### config.mk
export PLATFORM = sky130hd
export DESIGN_NAME = iob_gpio_sseg_scan
export DESIGN_NICKNAME = d
export VERILOG_FILES = /design/src/rtl/iob_gpio_sseg_scan_pkg.sv /design/src/rtl/iob_gpio_sseg_scan_hex_dec.sv /design/src/rtl/iob_gpio_sseg_scan.sv
export SDC_FILE = /design/constraint.sdc
export NUM_CORES = 1
export LEC_CHECK = 0
export ABC_AREA = 1
export BUFFER_PORTS_ARGS = -buffer_cell sky130_fd_sc_hd__buf_2
export CAP_MARGIN = 15
export CORE_MARGIN = 5
export CORE_UTILIZATION = 28
export CTS_CLUSTER_DIAMETER = 30
export CTS_CLUSTER_SIZE = 30
export DETAILED_ROUTE_END_ITERATION = 16
export GPL_ROUTABILITY_DRIVEN = 1
export PLACE_DENSITY_LB_ADDON = 0.1
export SLEW_MARGIN = 15
export SYNTH_ARGS = -nofsm -noshare
export SYNTH_HDL_FRONTEND = slang
export SYNTH_SLANG_ARGS = --single-unit
### constraint.sdc
create_clock -name clk -period 2.06 [get_ports clk]
set_clock_uncertainty 0.15 [all_clocks]
set_input_delay 0.103 -clock clk [delete_from_list [all_inputs] [get_ports clk]]
set_output_delay 0.103 -clock clk [all_outputs]
set_load 0.02 [all_outputs]
### src/rtl/iob_gpio_sseg_scan_pkg.sv
// Shared definitions for the multiplexed seven-segment scanner.
package iob_gpio_sseg_scan_pkg;

    localparam int unsigned SSEG_CA_W = 8;

    // Hex digit to segment table, gfedcba, 1 = lit; entry [n] is the glyph for nibble n.
    localparam logic [15:0][6:0] SSEG_HEX = {
        7'h71, 7'h79, 7'h5E, 7'h39, 7'h7C, 7'h77, 7'h6F, 7'h7F,
        7'h07, 7'h7D, 7'h6D, 7'h66, 7'h4F, 7'h5B, 7'h06, 7'h3F
    };

    typedef enum logic [1:0] {
        SSEG_IDLE  = 2'd0,
        SSEG_DEAD  = 2'd1,
        SSEG_DRIVE = 2'd2
    } sseg_state_e;

endpackage

### src/rtl/iob_gpio_sseg_scan_hex_dec.sv
// Nibble plus decimal point to active-high segment pattern.
module iob_gpio_sseg_scan_hex_dec
    import iob_gpio_sseg_scan_pkg::*;
(
    input  logic [3:0]           nibble_i,
    input  logic                 dp_i,
    output logic [SSEG_CA_W-1:0] seg_o
);

    // Table lookup; polarity is applied later at the output register.
    assign seg_o = {dp_i, SSEG_HEX[nibble_i]};

endmodule

### src/rtl/iob_gpio_sseg_scan.sv
// Multiplexed seven-segment driver: entry registers, slot/index scan FSM, registered pins.
module iob_gpio_sseg_scan
    import iob_gpio_sseg_scan_pkg::*;
#(
    parameter int unsigned N_DIGITS   = 8,
    parameter int unsigned DIV_W      = 16,
    parameter int unsigned DEAD_CYC   = 4,
    parameter bit          AN_ACT_LOW = 1'b1,
    parameter bit          CA_ACT_LOW = 1'b1,
    localparam int unsigned AW        = $clog2(N_DIGITS)
) (
    input  logic                 clk,
    input  logic                 arst_n,
    input  logic                 cfg_en,
    input  logic                 cfg_raw,
    input  logic [DIV_W-1:0]     scan_div,
    input  logic [N_DIGITS-1:0]  blank_mask,
    input  logic                 digit_wr,
    input  logic [AW-1:0]        digit_addr,
    input  logic [7:0]           digit_wdata,
    output logic [SSEG_CA_W-1:0] sseg_ca,
    output logic [N_DIGITS-1:0]  sseg_an,
    output logic                 frame_tick
);

    localparam logic [N_DIGITS-1:0]  AN_OFF  = AN_ACT_LOW ? '1 : '0;
    localparam logic [SSEG_CA_W-1:0] CA_OFF  = CA_ACT_LOW ? '1 : '0;
    localparam logic [AW-1:0]        IDX_MAX = AW'(N_DIGITS - 1);
    localparam logic [DIV_W-1:0]     DEAD_END = DIV_W'(DEAD_CYC);
    localparam sseg_state_e          SLOT_START = (DEAD_CYC == 0) ? SSEG_DRIVE : SSEG_DEAD;

    sseg_state_e           state_q, state_d;
    logic [DIV_W-1:0]      cnt_q, cnt_d;
    logic [AW-1:0]         idx_q, idx_d;
    logic [7:0]            entry_q [N_DIGITS];
    logic [N_DIGITS-1:0]   an_q, an_d;
    logic [SSEG_CA_W-1:0]  ca_q, ca_d;
    logic                  tick_q;
    logic                  wrap_c;
    logic [DIV_W-1:0]      cnt_inc_c;
    logic [7:0]            cur_entry_c;
    logic [SSEG_CA_W-1:0]  hex_seg_c;
    logic [SSEG_CA_W-1:0]  seg_c;
    logic [N_DIGITS-1:0]   onehot_c;
    logic                  drive_c;

    // Entry storage; addresses with no matching digit are dropped.
    always_ff @(posedge clk or negedge arst_n) begin
        if (!arst_n) begin
            for (int i = 0; i < int'(N_DIGITS); i++) entry_q[i] <= '0;
        end else begin
            for (int i = 0; i < int'(N_DIGITS); i++) begin
                if (digit_wr && (digit_addr == AW'(i))) entry_q[i] <= digit_wdata;
            end
        end
    end

    // Scan state, slot counter, digit index and pin registers.
    always_ff @(posedge clk or negedge arst_n) begin
        if (!arst_n) begin
            state_q <= SSEG_IDLE;
            cnt_q   <= '0;
            idx_q   <= '0;
            an_q    <= AN_OFF;
            ca_q    <= CA_OFF;
            tick_q  <= 1'b0;
        end else begin
            state_q <= state_d;
            cnt_q   <= cnt_d;
            idx_q   <= idx_d;
            an_q    <= an_d;
            ca_q    <= ca_d;
            tick_q  <= wrap_c;
        end
    end

    assign cnt_inc_c = cnt_q + DIV_W'(1);

    // Next state: slot end wins over the dead-to-drive hand-off.
    always_comb begin
        state_d = state_q;
        cnt_d   = cnt_q;
        idx_d   = idx_q;
        wrap_c  = 1'b0;
        if (!cfg_en) begin
            state_d = SSEG_IDLE;
            cnt_d   = '0;
            idx_d   = '0;
        end else begin
            case (state_q)
                SSEG_IDLE: begin
                    state_d = SLOT_START;
                    cnt_d   = '0;
                    idx_d   = '0;
                end
                SSEG_DEAD, SSEG_DRIVE: begin
                    if (cnt_q == scan_div) begin
                        cnt_d   = '0;
                        state_d = SLOT_START;
                        if (idx_q == IDX_MAX) begin
                            idx_d  = '0;
                            wrap_c = 1'b1;
                        end else begin
                            idx_d = idx_q + AW'(1);
                        end
                    end else begin
                        cnt_d = cnt_inc_c;
                        if (state_q == SSEG_DEAD && cnt_inc_c == DEAD_END) state_d = SSEG_DRIVE;
                    end
                end
                default: begin
                    state_d = SSEG_IDLE;
                    cnt_d   = '0;
                    idx_d   = '0;
                end
            endcase
        end
    end

    assign cur_entry_c = entry_q[idx_q];

    iob_gpio_sseg_scan_hex_dec u_hex_dec (
        .nibble_i (cur_entry_c[3:0]),
        .dp_i     (cur_entry_c[4]),
        .seg_o    (hex_seg_c)
    );

    // Pin values for the next cycle, from the current state and index.
    always_comb begin
        an_d     = AN_OFF;
        ca_d     = CA_OFF;
        onehot_c = N_DIGITS'(1) << idx_q;
        seg_c    = cfg_raw ? cur_entry_c : hex_seg_c;
        drive_c  = (state_q == SSEG_DRIVE) && !blank_mask[idx_q];
        if (drive_c) begin
            an_d = AN_ACT_LOW ? ~onehot_c : onehot_c;
            ca_d = CA_ACT_LOW ? ~seg_c : seg_c;
        end
    end

    assign sseg_an    = an_q;
    assign sseg_ca    = ca_q;
    assign frame_tick = tick_q;

endmodule

==> results.yml <==
global_route:
  grt_max_degree: 33
  antenna_found_initial: 0
  grt-ovfl-total: 0
  track_usage_pct: 14.35
  grt_first_pass_wirelength_mm: 24.93
  grt_pass1_vias: 4569
routing:
  drc_errors: 0
  dr.pass1.iters: 4
  vias_per_cell: 4.545
  finalWirelength_mm: 15.48
  drt_iter0_markers: 217
  vias: 4631
  final_antenna_net_count: 0
  post_drt_wl_per_cell_um: 15.19
synth:
  synth.ff_latch_count: 102
  synth_flop_cell: "dfrtp_1"
  synth.avg_cell_area_um2: 8.134
  synth_top_family_by_area: "simple AND/OR/NAND/NOR gates"
  yosys_warnings: 0
  synth.net_count: 725
  synth_top_area_share_pct: 39.67
  ys_types: 37
  synthMuxAreaShare_pct: 0
  yosysMostFrequentCell: "nand2_1"
  yosys.area_share.simple_pct: 26.06
  syn-cell-area_um2: 5425
  synth_xor_area_share_pct: 2.260
  synthTopCellsByCount: "183 x nand2_1, 86 x dfrtp_1, 78 x o21ai_0"
  postSynthCellCount: 667
  synth_edf_count: 0
  synthAdderAreaFrac_pct: 4.151
  synth_top_area_cell: "dfrtp_1"
  ys_seq_area_share_pct: 47.42
  synthArstFlopShare_pct: 100.0
  synthTopCellsByArea: "dfrtp_1 40%, nand2_1 13%, dfstp_2 7.7%"
  synth-compound-area-share_pct: 13.81
sta:
  max_freq_ghz: 0.5017
  setup_slack_ns: 0.06687
  timing.hold.ws_ns: 0.09456
  setup_viol: 0
  hold_viol_final: 0
  fin_tns_setup_ns: 0
  fin_crit_ns: 1.993
  tightest_slew_ns: 0.7070
  drv_slew: 0
  max_slew_margin_pct: 52.76
  period_share_pct: 96.75
  rsz0062_at_grt: "true"
floorplanning:
  die_w_um: 149.2
  row_count: 51
  core_area_um2: 19270
  die_h_um: 149.2
  die_area_um2: 22260
  start_util_pct: 28.15
  io-pin-count: 57
layout:
  fillers: 2049
  finalCoreUtilization_pct: 34.63
  instances_no_fill: 1019
  area_growth_pct: 23.02
  drive_above_1_share_pct: 22.02
  n_antenna_cell: 0
  nets: 807
clock_tree:
  clockRootBuffer: "clkbuf_16"
  cts_sinks: 102
  clkTransAtPathRegs_ns: 0.07
  cts-buffers-inserted: 9
  htree_num_levels: 3
  cts_tree: "built"
  clock_latency_ns: 0.36
  clockBufferDepth: 2
worst_hold_path:
  hold_path.class: "in -> async"
power:
  switching_share_pct: 30.42
  vdd_drop_max_mv: 0.3940
  power.leakage_uw: 0.003090
  p_int_uw: 3832
  combPwrFrac_pct: 20.3
  p_sw_uw: 1676
  pwr_density_cell_nw_per_um2: 825.3
  p_seq_share_pct: 44.8
  p_clk_share_pct: 34.9
critical_path:
  r2r-end: "sseg_ca[3]"
  critPathArrivalTime_ns: 2.13
  r2r_setup_slack_ns: 0.07
  path_cells: "inv_2 > buf_12 > o21ai_2 > nand3_1 > o21ai_4 > buf_4 > ha_4 > nor2_1 > o21ai_0 > nand2_1"
  crit_type: "reg -> reg"
  slowest_delay_ns: 0.46
  cp_max_fo: 16
  ff2ff_path_depth: 10
  crit_slowest_cell: "dfrtp_2"
  end_kind: "flop"
  worstReg2RegStart: "idx_q[0]"
  worstPathRequired_ns: 2.20
  crit_path_start_kind: "flop"
placement:
  placedCellCount: 989
  place_hpwl_mm: 10.87
  place_congestion: 0.8727
  place.port_buffers: 56
  dp_slack_ns: -0.07077
outcome:
  status: "finished, final reports clean"
job:
  cap_violations: 0
## state kept, by name, summed over array words and instances (netlist names)
signal,count
entry_q,64
cnt_q,16
sseg_an,8
sseg_ca,8
idx_q,3
state_q,2
frame_tick,1
## per-layer routing
metal  global-route usage (%)  share of wire (%)  vias up
met5                        0                  0        -
met4                    4.439                1.2        0
met3                    1.854                2.9       12
met2                    22.29                 45       66
met1                    20.82                 51     2208
li1                         -                  -     2345
## stage by stage
step | total power, uW | cell area (um2)
2_1_floorplan | 3159 | 5425
3_3_place_gp | 3536 | 6123
3_5_place_dp | 3552 | 6123
4_1_cts | 5534 | 6568
5_1_grt | 5855 | 6674
6_report | 5508 | 6674
## worst max path at each step
stage	endpoint	from	slack, ns	cells after the start
6_report	sseg_ca[3]	idx_q[0]	0.07	10
5_1_grt	sseg_ca[0]	idx_q[0]	-0.08	11
4_1_cts	sseg_ca[3]	idx_q[0]	0.01	10
3_5_place_dp	sseg_ca[0]	idx_q[0]	-0.07	12
3_3_place_gp	sseg_ca[0]	idx_q[0]	-0.04	12
2_1_floorplan	sseg_ca[3]	idx_q[0]	0.07	11
## power groups by stage
stage	Combinational [uW]	Sequential (uW)	Clock [uW]
after detailed placement	1050	2500	0
after CTS	1080	2460	1990
after floorplan	656	2500	0
final	1120	2470	1920
after global placement	1040	2500	0
after global routing	1280	2500	2080
## cell families (layout without fill, tap and decap cells)
| kind of cell | count (synthesis) | count (layout) |
|---|---|---|
| AND/OR/NAND/NOR | 321 | 321 |
| buffers and inverters | 75 | 162 |
| flip-flops | 102 | 102 |
| adder cells (fa/ha/maj) | 18 | 18 |
| XOR/XNOR | 14 | 14 |
| AO/OA/AOI/OAI | 137 | 137 |
## what timing repair did
action	CTS	global route
hold buffers	11	0
setup buffers	0	3
pin swaps	0	8
hold endpoints to repair	96	0
setup endpoints to repair	5	10
gates resized for setup	1	26
## worst max-delay path, delay by kind of cell (launching register included)
kind | cells | cell delay [ns]
adders and majority gates | 1 | 0.26
DFF | 1 | 0.46
buffers and inverters | 3 | 0.47
and+or+nand+nor | 3 | 0.24
AOI/OAI and AO/OA | 3 | 0.34
## cell usage in the layout, fill, tap and decap left out, drive strengths merged, types with 2 or more instances in the layout
| cell | count |
|---|---|
| ha | 18 |
| nand2 | 189 |
| xnor2 | 6 |
| bufinv | 2 |
| clkinvlp | 2 |
| inv | 51 |
| o21ai | 90 |
| o221ai | 3 |
| o22ai | 3 |
| nand4 | 9 |
| o21bai | 2 |
| a22oi | 2 |
| dlygate4sd3 | 11 |
| xor2 | 8 |
| clkbuf | 9 |
| o211ai | 6 |
| nand3 | 50 |
| buf | 85 |
| dfrtp | 86 |
| dfstp | 16 |
| nor3 | 2 |
| nor2 | 70 |
| clkinv | 2 |
| a21oi | 30 |
## layout make-up
type | instances | area (um2) | share of cell area, %
inverters | 50 | 191.4 | 2.868
flip-flops and latches | 102 | 2574 | 38.56
clock buffers | 9 | 225.2 | 3.375
clock inverters | 7 | 105.1 | 1.575
well taps | 265 | 331.6 | 4.968
repair buffers | 96 | 655.6 | 9.824
multi-input cells | 490 | 2591 | 38.83
Power figures use the tool's default switching activity.
